`config.mk`:
```
export PLATFORM = sky130hd
export DESIGN_NAME = if_stage
export DESIGN_NICKNAME = d
export VERILOG_FILES = /design/src/rtl/if_stage.sv
export SDC_FILE = /design/constraint.sdc
export NUM_CORES = 1
export LEC_CHECK = 0
export ABC_AREA = 1
export BUFFER_PORTS_ARGS = -buffer_cell sky130_fd_sc_hd__clkbuf_2
export CAP_MARGIN = 30
export CORE_MARGIN = 8
export CORE_UTILIZATION = 51
export CTS_CLUSTER_DIAMETER = 200
export DETAILED_ROUTE_END_ITERATION = 7
export HOLD_SLACK_MARGIN = 0.05
export PLACE_DENSITY_LB_ADDON = 0.08
export SLEW_MARGIN = 20
export SYNTH_ARGS = -nofsm -noshare
export SYNTH_HDL_FRONTEND = slang
export SYNTH_SLANG_ARGS = --single-unit
```
`constraint.sdc`:
```
create_clock -name clk_i -period 2.35 [get_ports clk_i]
set_clock_uncertainty 0.15 [all_clocks]
set_input_delay 0.235 -clock clk_i [delete_from_list [all_inputs] [get_ports clk_i]]
set_output_delay 0.235 -clock clk_i [all_outputs]
set_load 0.005 [all_outputs]
```
`src/rtl/if_stage.sv`:
```
// if_stage: instruction-fetch stage of a 5-stage pipeline.
// Holds the fetch PC, the IF/ID pipeline register, and saturating
// counters for stall and flush cycles. Every output is a register.
module if_stage #(
    parameter logic [31:0] RESET_PC = 32'h0000_0000,
    parameter int unsigned CNT_W    = 16
) (
    input  logic             clk_i,
    input  logic             rst_i,
    input  logic             PCwrite,
    input  logic             IF_IDwrite,
    input  logic             IF_flush,
    input  logic             branch,
    input  logic             jump,
    input  logic [31:0]      branch_target_i,
    input  logic [31:0]      jump_target_i,
    input  logic [31:0]      instr_i,
    output logic [31:0]      pc_o,
    output logic [31:0]      IF_ID_pc_plus4_o,
    output logic [31:0]      IF_ID_instr_o,
    output logic             IF_ID_valid_o,
    output logic [CNT_W-1:0] stall_cnt_o,
    output logic [CNT_W-1:0] flush_cnt_o
);

    logic [31:0]      r_pc;
    logic [31:0]      r_ifid_pc_plus4;
    logic [31:0]      r_ifid_instr;
    logic             r_ifid_valid;
    logic [CNT_W-1:0] r_stall_cnt;
    logic [CNT_W-1:0] r_flush_cnt;

    logic [31:0]      w_pc_plus4;
    logic [31:0]      w_next_pc;
    logic             w_stall_evt;

    // Sequential PC, wrapping naturally at 2^32.
    assign w_pc_plus4  = r_pc + 32'd4;

    // A flush takes precedence, so a simultaneous stall is not counted.
    assign w_stall_evt = !IF_IDwrite && !IF_flush;

    // Next-PC select: jump over branch, and any redirect overrides a PC hold.
    always_comb begin
        w_next_pc = w_pc_plus4;
        if (jump) begin
            w_next_pc = {jump_target_i[31:2], 2'b00};
        end else if (branch) begin
            w_next_pc = {branch_target_i[31:2], 2'b00};
        end else if (!PCwrite) begin
            w_next_pc = r_pc;
        end
    end

    // Fetch PC register.
    always_ff @(posedge clk_i or negedge rst_i) begin
        if (!rst_i) begin
            r_pc <= RESET_PC;
        end else begin
            r_pc <= w_next_pc;
        end
    end

    // IF/ID pipeline register: flush inserts a bubble, otherwise capture or hold.
    always_ff @(posedge clk_i or negedge rst_i) begin
        if (!rst_i) begin
            r_ifid_instr    <= '0;
            r_ifid_pc_plus4 <= '0;
            r_ifid_valid    <= 1'b0;
        end else if (IF_flush) begin
            r_ifid_instr    <= '0;
            r_ifid_pc_plus4 <= '0;
            r_ifid_valid    <= 1'b0;
        end else if (IF_IDwrite) begin
            r_ifid_instr    <= instr_i;
            r_ifid_pc_plus4 <= w_pc_plus4;
            r_ifid_valid    <= 1'b1;
        end
    end

    // Saturating stall and flush event counters.
    always_ff @(posedge clk_i or negedge rst_i) begin
        if (!rst_i) begin
            r_stall_cnt <= '0;
            r_flush_cnt <= '0;
        end else begin
            if (w_stall_evt && (r_stall_cnt != '1)) begin
                r_stall_cnt <= r_stall_cnt + 1'b1;
            end
            if (IF_flush && (r_flush_cnt != '1)) begin
                r_flush_cnt <= r_flush_cnt + 1'b1;
            end
        end
    end

    assign pc_o             = r_pc;
    assign IF_ID_pc_plus4_o = r_ifid_pc_plus4;
    assign IF_ID_instr_o    = r_ifid_instr;
    assign IF_ID_valid_o    = r_ifid_valid;
    assign stall_cnt_o      = r_stall_cnt;
    assign flush_cnt_o      = r_flush_cnt;

endmodule
```
==> summary.txt, run 1 <==
Worst hold path
  • Hold Crit Depth: 5
  • Hold Path Origin: branch_target_i[18]
  • Hold WC Path Type: input port to flop
  • Sink of the worst hold path: pc_o[18]

Run status
  • Run status: complete, no violations

Worst setup path
  • Register-to-register setup slack: 0.08 ns
  • Worst Setup End Kind: flop
  • Critical path class: flop to flop
  • Worst EP required: between 2 and 3 ns
  • Reg2reg path depth: 9
  • Crit Path Max Fanout: 5
  • Reg2reg end: pc_o[30]
  • Crit path launch type: flop
  • WP data arrival: 2.42 ns
  • R2R Path Start: pc_o[3]

Finish
  • P&R area growth vs syn: 41.6%
  • FILL cells: 1041
  • Design area: between 9000 and 10000 µm²
  • Most frequent cells in the layout: nand2_1 (330), clkbuf_2 (224), dfrtp_1 (121)
  • Layout cell share with drive strength beyond 1: 24.1%
  • Final design utilization: between 70% and 80%
  • Final net count: around 1300
  • Register area: ~3200 µm²
  • Most common cell after layout, fill and taps aside: nand2_1
  • Multi-input logic area: 3260 µm²

Yosys
  • Simple-Gate Fraction of Synth Area: 32.2%
  • Compound-Gate Fraction of Synth Area: 10.6%
  • Synth unique cells: 37
  • Synth area leader: dfrtp_1
  • Mux cell area share after synthesis: 0%
  • Synth Area in XOR/XNOR: about 3.6%
  • Synthesized netlist cell count: 917
  • Synthesized area per cell: 7.49 µm²
  • Post-synthesis adder-cell area fraction: 0.547%
  • EDFF count, synth: 0
  • Largest family of logic cells by synthesized area: simple AND/OR/NAND/NOR gates
  • YS warnings: 0
  • Post-Syn Area: 6860 µm²
  • Synthesis-stage register bit count: 126
  • Register area share after synthesis: 45.9%
  • Ys flop type: dfrtp_1
  • Async SR Flop Fraction: 100%
  • Synth top area share: 45.9%
  • Synth top area cells: dfrtp_1 (46%), nand2_1 (18%), nor2_1 (5.8%), inv_1 (4.3%), a22o_1 (4.2%)

Timing
  • Fmax: 440 MHz
  • Min Tclk post-route: 2.27 ns
  • Period utilization: 96.8%
  • # setup viols final: 0
  • Actual slew at the worst max-slew pin: a little under 0.7 ns
  • Slew Viols, Final: 0
  • Slew headroom: between 50% and 60%
  • Final hold violation count: 0

Global routing
  • Initial antenna violation count: 2
  • Global-route wire length before repair: 37300 µm
  • Vias in the first global route: 7396
  • Total gr overflow: 0
  • GRT Util Overall: 26.4%
  • Pin count of the biggest net entering global routing: 63

Placement
  • GPL Wtd Cong: ~0.93
  • # port buffers: 225
  • Post-DP Area: 8170 µm²
  • DP HPWL: 15700 µm

Die
  • Die X-Extent: about 130 µm
  • I/O Pins: 232
  • Die height: 132 µm
  • Initial Util: 52.0%
  • Core area: 13200 µm²
  • FP Rows: 42
  • Full die area: around 17000 µm²

Drt
  • Drt pass-1 iters: 5
  • DRT iter0 DRCs: 535
  • Remaining DRCs: 0
  • ANT nets after route: 0
  • Routed vias: about 7300
  • Post-Route WL: 22800 µm
  • Via density: ~5.1
  • WL per Instance: 16.0 µm

Clock tree
  • Clock Tree Buf Depth: 2
  • H-tree lvl count: 4
  • TritonCTS buffer count: 17
  • Clk pin slew, worst setup/hold paths: around 0.050 ns
  • Root Buffer: clkbuf_16
  • CTS Sinks: roughly 130
  • CTS tree: yes
  • Worst-Skew Late Latency: 0.42 ns

Job
  • Maxcap violations: 0

Power and ir drop
  • Power Density: 689 nW/µm²
  • Worst VDD drop: 0.499 mV
  • Static Leak: 5.06 nW
state kept, by name, summed over array words and instances, names as in the netlist:
signal,count
IF_ID_pc_plus4_o,31
IF_ID_instr_o,32
flush_cnt_o,16
IF_ID_valid_o,1
stall_cnt_o,16
pc_o,30
final cells by class:
type,count,area share (%)
Multi-Input combinational cell,677,33.5
Timing Repair Buffer,330,22.5
Tap cell,176,2.27
Antenna cell,2,0.0515
Clock buffer,26,5.24
Inverter,80,3.09
Clock inverter,5,0.811
Sequential cell,126,32.5
logic make-up after synthesis:
kind of cell	Yosys count
DFF	126
buffers and inverters	115
other	1
adders and majority gates	3
xor gates and xnor gates	28
and+or+nand+nor	533
AOI/OAI and AO/OA	111
synthesized netlist by cell type (all sizes together) (3+ instances only):
cell / n
nor2: 116
xnor2: 8
dfrtp: 126
nand3b: 4
xor2: 20
a22o: 33
inv: 80
nand2: 335
buf: 14
nand4: 7
clkbuf: 21
ha: 3
o21ai: 67
nor3: 16
o21bai: 5
nand3: 52
metal layers:
metal	track usage, %	vias up	share of wire, %
met2	43.5	285	49
li1	-	3548	-
met5	0	-	0
met1	30.6	3403	40
met4	12.8	0	3.8
met3	8.31	62	6.8
through the flow:
step | hold WS (ns) | power [mW] | instances | TNS (ns) | worst slack (ns)
after global routing | 0.0734 | 7.02 | 1422 | -0.188 | -0.0674
after detailed placement | 0.125 | 3.93 | 1295 | 0 | 0.469
final | 0.0651 | 6.70 | 1422 | 0 | 0.0755
after CTS | 0.0534 | 6.70 | 1419 | 0 | 0.103
after floorplan | -0.211 | 3.33 | 918 | 0 | 0.683
after global placement | 0.127 | 3.90 | 1295 | 0 | 0.510
worst max path at each step:
| stage | start | to | cells past startpoint |
|---|---|---|---|
| after floorplan | stall_cnt_o[0] | stall_cnt_o[4] | 9 |
| after global placement | pc_o[3] | pc_o[16] | 8 |
| after detailed placement | stall_cnt_o[0] | stall_cnt_o[15] | 8 |
| after CTS | pc_o[3] | pc_o[30] | 9 |
| after global routing | pc_o[10] | pc_o[25] | 10 |
| final | pc_o[3] | pc_o[30] | 9 |
what timing repair did:
item	4_1_cts	5_1_grt
setup buffers	0	1
gates resized for setup	0	10
hold buffers	93	0
setup endpoints to repair	0	12
hold endpoints to repair	106	0
power by group:
part	switching (mW)	internal, mW
combinational	0.741	0.630
clock	0.927	1.69
sequential	0.294	2.41
total	1.96	4.74
worst max-delay path: stages (launching register included):
cell,delay [ns]
dfrtp_1,0.45
ha_1,0.28
nand3_1,0.19
nor2_2,0.22
nand2_1,0.07
nand2_1,0.08
nand3_1,0.08
nand2_1,0.06
nand2_1,0.04
dlygate4sd3_1,0.54
No activity file was read; power rests on OpenSTA's default activity.
==> inputs of run 2 (changes only) <==
- CORE_MARGIN: 8 -> 2
==> run 2 against run 1 <==
  * Via count down 1.9%
  * Hold slack worse by 0.0096 ns
  * Power barely moved
  * Sequential power about the same
  * Clock power about the same
  * Flip-flop and latch count unchanged
  * Critical path type unchanged
  * Highest routed layer unchanged
==> summary.txt, run 2 (synthesis gave the netlist of run 1 again) <==
Worst setup path
  • WP data arrival: 2.43 ns (about the same)
  • Register-to-register setup slack: 0.13 ns (+0.05 ns)
  • CP dominant cell by count: nand2_1
  • R2R Path Start: pc_o[7]
  • Crit path launch type: flop
  • Worst Setup End Kind: flop
  • CP startpoint: pc_o[7]
  • Crit-path max cell delay: 0.58 ns (+0.04 ns)
  • CP cell instances: nand2_1, nor2_4, nand2_4, nor2_2, nand2_1, nand2_1, nor2_1, o21bai_1, dlygate4sd3_1
  • Worst Setup EP: pc_o[11]
  • Crit Path Max Fanout: 7 (+2)
  • Worst EP required: 2.55 ns (+0.05 ns)
  • CP max-delay cell: dlygate4sd3_1
  • Reg2reg end: pc_o[11]
  • Critical path class: flop to flop
  • Reg2reg path depth: 9 (unchanged)

Finish
  • Multi-input logic area: 3280 µm² (+0.61%)
  • Number of flip-flops under the largest register name: 32 (unchanged)
  • Layout cell share with drive strength beyond 1: 24.7% (+0.60 points)
  • Register area: 3160 µm² (+0.16%)
  • Design area: 9770 µm² (+0.49%)
  • Most common cell after layout, fill and taps aside: nand2_1
  • Antenna cell count: 0 (-2)
  • FILL cells: 1057 (+1.5%)
  • P&R area growth vs syn: 42.3%
  • Finished Layout Cells: 1422 (unchanged)
  • Most frequent cells in the layout: nand2_1 (329), clkbuf_2 (224), dfrtp_1 (117)
  • Final design utilization: 74.0% (+0.36 points)
  • Final net count: 1340 (+0.15%)

Clock tree
  • Clk pin slew, worst setup/hold paths: 0.06 ns (about the same)
  • CTS tree: yes
  • CTS Sinks: 126 (unchanged)
  • Root Buffer: clkbuf_16
  • Clock Tree Buf Depth: 2 (unchanged)
  • H-tree lvl count: 4 (unchanged)
  • TritonCTS buffer count: 17 (unchanged)
  • Worst-Skew Late Latency: 0.42 ns (about the same)

Global routing
  • GRT Util Overall: 30.0% (+3.6 points)
  • Vias in the first global route: 6937 (-6.2%)
  • Pin count of the biggest net entering global routing: 63 (unchanged)
  • Initial antenna violation count: 0 (-2)
  • Global-route wire length before repair: 33900 µm (-9.0%)
  • Total gr overflow: 0 (unchanged)

Die
  • Full die area: 14400 µm² (-17%)
  • Die height: 120 µm (-9.1%)
  • Initial Util: 52.0% (unchanged)
  • I/O Pins: 232 (unchanged)
  • Core area: 13200 µm² (unchanged)
  • Die X-Extent: 120 µm (-9.1%)
  • FP Rows: 42 (unchanged)

Timing
  • Period utilization: 94.6% (-2.2 points)
  • Slew Viols, Final: 0 (unchanged)
  • Final hold violation count: 0 (unchanged)
  • RSZ-0062 raised after global routing: no
  • Actual slew at the worst max-slew pin: 0.682 ns (-0.0116 ns)
  • # setup viols final: 0 (unchanged)
  • Min Tclk post-route: 2.22 ns (-0.0519 ns)
  • Fmax: 450 MHz (+2.3%)
  • Slew headroom: 54.5% (+0.82 points)
  • Setup_tns: 0 ns (unchanged)

Worst hold path
  • Hold WC Path Type: input port to flop
  • Hold Path Origin: branch_target_i[16]

Placement
  • Post-DP Area: 8190 µm² (+0.34%)
  • Dpl cells: 1297 (+0.15%)
  • GPL Wtd Cong: 0.897 (-3.6%)
  • DP HPWL: 14300 µm (-9.2%)
  • # port buffers: 225 (unchanged)

Power and ir drop
  • Static Leak: 5.08 nW (+0.51%)
  • Power Density: 686 nW/µm² (-0.47%)
  • Worst VDD drop: 0.456 mV (-8.5%)

Drt
  • DRT iter0 DRCs: 593 (+11%)
  • Post-Route WL: 21300 µm (-6.7%)
  • Routed vias: 7158 (-1.9%)
  • Via density: 5.03 (-1.9%)
  • Drt pass-1 iters: 5 (unchanged)
  • WL per Instance: 15.0 µm (-6.7%)
  • Remaining DRCs: 0 (unchanged)
  • ANT nets after route: 0 (unchanged)

Run status
  • Run status: complete, no violations

Job
  • Maxcap violations: 0 (unchanged)
[run 2: cell types whose count changed in the layout (fill, tap and decap cells not counted), sizes merged]
| cell | delta |
|---|---|
| buf | +2 |
| diode | -2 |
[run 2: how the worst min path moves through the flow]
stage,end,depth (start not counted)
after floorplan,IF_ID_instr_o[0],0
after global placement,flush_cnt_o[6],1
after detailed placement,flush_cnt_o[6],1
after CTS,pc_o[16],3
after global routing,pc_o[16],3
final,pc_o[16],3
[run 2: critical path, delay by kind of cell (launching register included)]
kind,cells,cell delay [ns]
AND/OR/NAND/NOR,7,0.83
buffers and inverters,1,0.58
flip-flops,1,0.45
AO/OA/AOI/OAI,1,0.14
[run 2: final cells by class]
class | count | share of cell area, %
multi-input cells | 677 | 33.6
well taps | 176 | 2.25
repair buffers | 332 | 22.7
flip-flops and latches | 126 | 32.4
clock buffers | 26 | 5.21
inverters | 80 | 3.07
clock inverters | 5 | 0.807
[run 2: through the flow]
step	power [mW]	worst slack [ns]	hold WS, ns
global placement	3.90	0.513	0.121
finish	6.70	0.127	0.0555
floorplan	3.33	0.683	-0.211
CTS	6.69	0.0218	0.0502
global route	7.03	0.000102	0.0884
detailed placement	3.92	0.470	0.118
[run 2: repair_timing]
action	4_1_cts	5_1_grt
gates resized for setup	0	20
buffers inserted	0	1
endpoints found under the hold margin	106	0
setup endpoints to repair	0	14
hold buffers	93	0
[run 2: routing by layer]
layer	track usage [%]	vias up	wire, µm
met3	7.22	46	1370
met1	37.4	3298	8920
met4	11.5	0	524
met5	0	-	0
met2	50.3	262	10500
li1	-	3552	-
[run 2: where the power goes]
part,internal (mW),total (mW),switching (mW)
clock network,1.69,2.63,0.931
logic,0.638,1.36,0.723
registers,2.41,2.71,0.299
==> inputs of run 3 (changes only) <==
- clock period: 2.35 -> 2.3 ns (I/O delays scaled with it)
==> run 3 against run 2 <==
  * Sequential share of layout area shrank 0.12 points
  * Non-clock buffer count up 1
  * Clock power is 8.7% higher
  * Critical path type unchanged
  * Largest cell class unchanged
  * Largest power group is now clock
==> summary.txt, run 3 (synthesis gave the netlist of run 1 again) <==
Timing
  • Period utilization: 95.4% (+0.78 points)
  • # setup viols final: 0 (unchanged)
  • Setup_tns: 0 ns (unchanged)
  • Slew headroom: 59.0% (+4.5 points)
  • RSZ-0062 raised after global routing: no
  • Actual slew at the worst max-slew pin: 0.614 ns (-0.0685 ns)
  • Final hold violation count: 0 (unchanged)
  • Min Tclk post-route: 2.19 ns (-0.0294 ns)
  • Fmax: 456 MHz (+1.3%)
  • Slew Viols, Final: 0 (unchanged)

Die
  • FP Rows: 42 (unchanged)
  • Die X-Extent: 120 µm (unchanged)
  • Initial Util: 52.0% (unchanged)
  • Die height: 120 µm (unchanged)
  • Core area: 13200 µm² (unchanged)
  • Full die area: 14400 µm² (unchanged)
  • I/O Pins: 232 (unchanged)

Drt
  • WL per Instance: 14.8 µm (-0.85%)
  • Via density: 5.09 (+1.1%)
  • DR top layer: met4
  • Drt pass-1 iters: 5 (unchanged)
  • Remaining DRCs: 0 (unchanged)
  • ANT nets after route: 0 (unchanged)
  • DRT iter0 DRCs: 612 (+3.2%)
  • Met1 Wirelength: 8870 µm (-0.50%)
  • WL met3: 1190 µm (-13%)
  • Post-Route WL: 21100 µm (-0.71%)
  • Met2 wire len: 10300 µm (-1.1%)
  • Routed vias: 7245 (+1.2%)

Finish
  • Most frequent cells in the layout: nand2_1 (329), clkbuf_2 (224), dfrtp_1 (112)
  • FILL cells: 1073 (+1.5%)
  • Final design utilization: 74.5% (+0.42 points)
  • Finished Layout Cells: 1424 (+0.14%)
  • Layout cell share with drive strength beyond 1: 25.6% (+0.84 points)
  • Design area: 9820 µm² (+0.56%)
  • Final net count: 1341 (+0.075%)
  • Most common cell after layout, fill and taps aside: nand2_1
  • Number of flip-flops under the largest register name: 32 (unchanged)
  • P&R area growth vs syn: 43.1%
  • Antenna cell count: 0 (unchanged)

Worst setup path
  • Reg2reg path depth: 9 (unchanged)
  • Worst Setup EP: pc_o[13]
  • CP max-delay cell: dlygate4sd3_1
  • Reg2reg end: pc_o[13]
  • CP cell instances: nand2_1, nor2_2, nand2_4, nor2_2, nand2_1, nand2_1, nor2_1, o21bai_1, dlygate4sd3_1
  • Buf/Inv on CP: 1 (unchanged)
  • Register-to-register setup slack: 0.11 ns (-0.02 ns)
  • Crit path launch type: flop
  • R2R Path Start: pc_o[5]
  • Worst EP required: 2.51 ns (-0.04 ns)
  • WP depth: 9 (unchanged)
  • CP dominant cell by count: nand2_1
  • Crit-path max cell delay: 0.58 ns (about the same)
  • Worst Setup End Kind: flop
  • Cell family with most CP delay: simple AND/OR/NAND/NOR gates
  • Critical path class: flop to flop
  • WP data arrival: 2.40 ns (-0.03 ns)
  • Crit Path Max Fanout: 7 (unchanged)
  • CP startpoint: pc_o[5]

Clock tree
  • TritonCTS buffer count: 17 (unchanged)
  • Post-CTS Setup Inserts: 0 (unchanged)
  • Root Buffer: clkbuf_16
  • H-tree lvl count: 4 (unchanged)
  • Clk pin slew, worst setup/hold paths: 0.06 ns (about the same)
  • CTS Sinks: 126 (unchanged)
  • Clock Tree Buf Depth: 2 (unchanged)
  • Worst-Skew Late Latency: 0.42 ns (about the same)
  • CTS tree: yes

Power and ir drop
  • Static Leak: 5.07 nW (-0.25%)
  • Power Density: 714 nW/µm² (+4.2%)
  • Worst VDD drop: 0.503 mV (+10%)

Placement
  • DP HPWL: 14400 µm (+0.58%)
  • GPL Wtd Cong: 0.912 (+1.7%)
  • # port buffers: 225 (unchanged)
  • Post-DP Area: 8210 µm² (+0.24%)
  • Dpl cells: 1298 (+0.077%)

Run status
  • Run status: complete, no violations

Global routing
  • GRT Util Overall: 30.2% (+0.25 points)
  • Total gr overflow: 0 (unchanged)
  • Pin count of the biggest net entering global routing: 63 (unchanged)
  • Initial antenna violation count: 0 (unchanged)
  • Global-route wire length before repair: 34400 µm (+1.5%)
  • Vias in the first global route: 7148 (+3.0%)

Worst hold path
  • Hold WC Path Type: input port to flop

Job
  • Maxcap violations: 0 (unchanged)
## run 3: cell count changes in the layout (fill, tap and decap cells not counted), sizes merged
cell         previous run  this run
dlygate4sd3            93        94
inv                    80        82
clkbuf                250       243
bufinv                  2         4
clkinvlp                0         4
## run 3: cell type report
type	instances	area, µm²	share of cell area, %
clock buffers	19	443	4.51
clock inverters	13	186	1.90
inverters	80	300	3.06
multi-input cells	677	3260	33.2
flip-flops and latches	126	3170	32.3
well taps	176	220	2.24
repair buffers	333	2240	22.8
## run 3: per-layer routing
| metal | GRT usage (%) | up-vias |
|---|---|---|
| met1 | 37.4 | 3362 |
| met3 | 5.80 | 62 |
| li1 | - | 3550 |
| met5 | 0 | - |
| met2 | 50.7 | 271 |
| met4 | 14.6 | 0 |
## run 3: how the worst min path moves through the flow
stage,start,end,slack [ns],cells past startpoint
4_1_cts,branch_target_i[18],pc_o[18],0.05,5
6_report,branch_target_i[18],pc_o[18],0.06,5
2_1_floorplan,rst_i,IF_ID_instr_o[0],-0.22,0
5_1_grt,branch_target_i[18],pc_o[18],0.11,5
3_3_place_gp,rst_i,flush_cnt_o[6],0.11,1
3_5_place_dp,rst_i,flush_cnt_o[6],0.11,1
## run 3: worst register-to-register path: stages, from the launching register on
cell and delay [ns]:
dfrtp_2 0.43, nand2_1 0.11, nor2_2 0.20, nand2_4 0.12
nor2_2 0.14, nand2_1 0.08, nand2_1 0.13, nor2_1 0.05
o21bai_1 0.15, dlygate4sd3_1 0.58
## run 3: power by group
| group | switching (mW) | internal [mW] |
|---|---|---|
| Combinational | 0.737 | 0.650 |
| Clock | 1.02 | 1.84 |
| Sequential | 0.301 | 2.47 |
| Total | 2.06 | 4.96 |
## run 3: metrics by stage
step | total power, mW | setup slack (ns) | hold slack [ns]
detailed placement | 4.00 | 0.426 | 0.105
global route | 7.37 | 0.00470 | 0.108
floorplan | 3.40 | 0.633 | -0.216
CTS | 7.04 | 0.0506 | 0.0529
global placement | 3.99 | 0.472 | 0.112
finish | 7.02 | 0.107 | 0.0637
## run 3: timing repair
action                                  in CTS  in global routing
hold buffers                                94                  0
hold endpoints to repair                   105                  0
endpoints found under the setup margin       0                 13
gates resized for setup                      0                 23
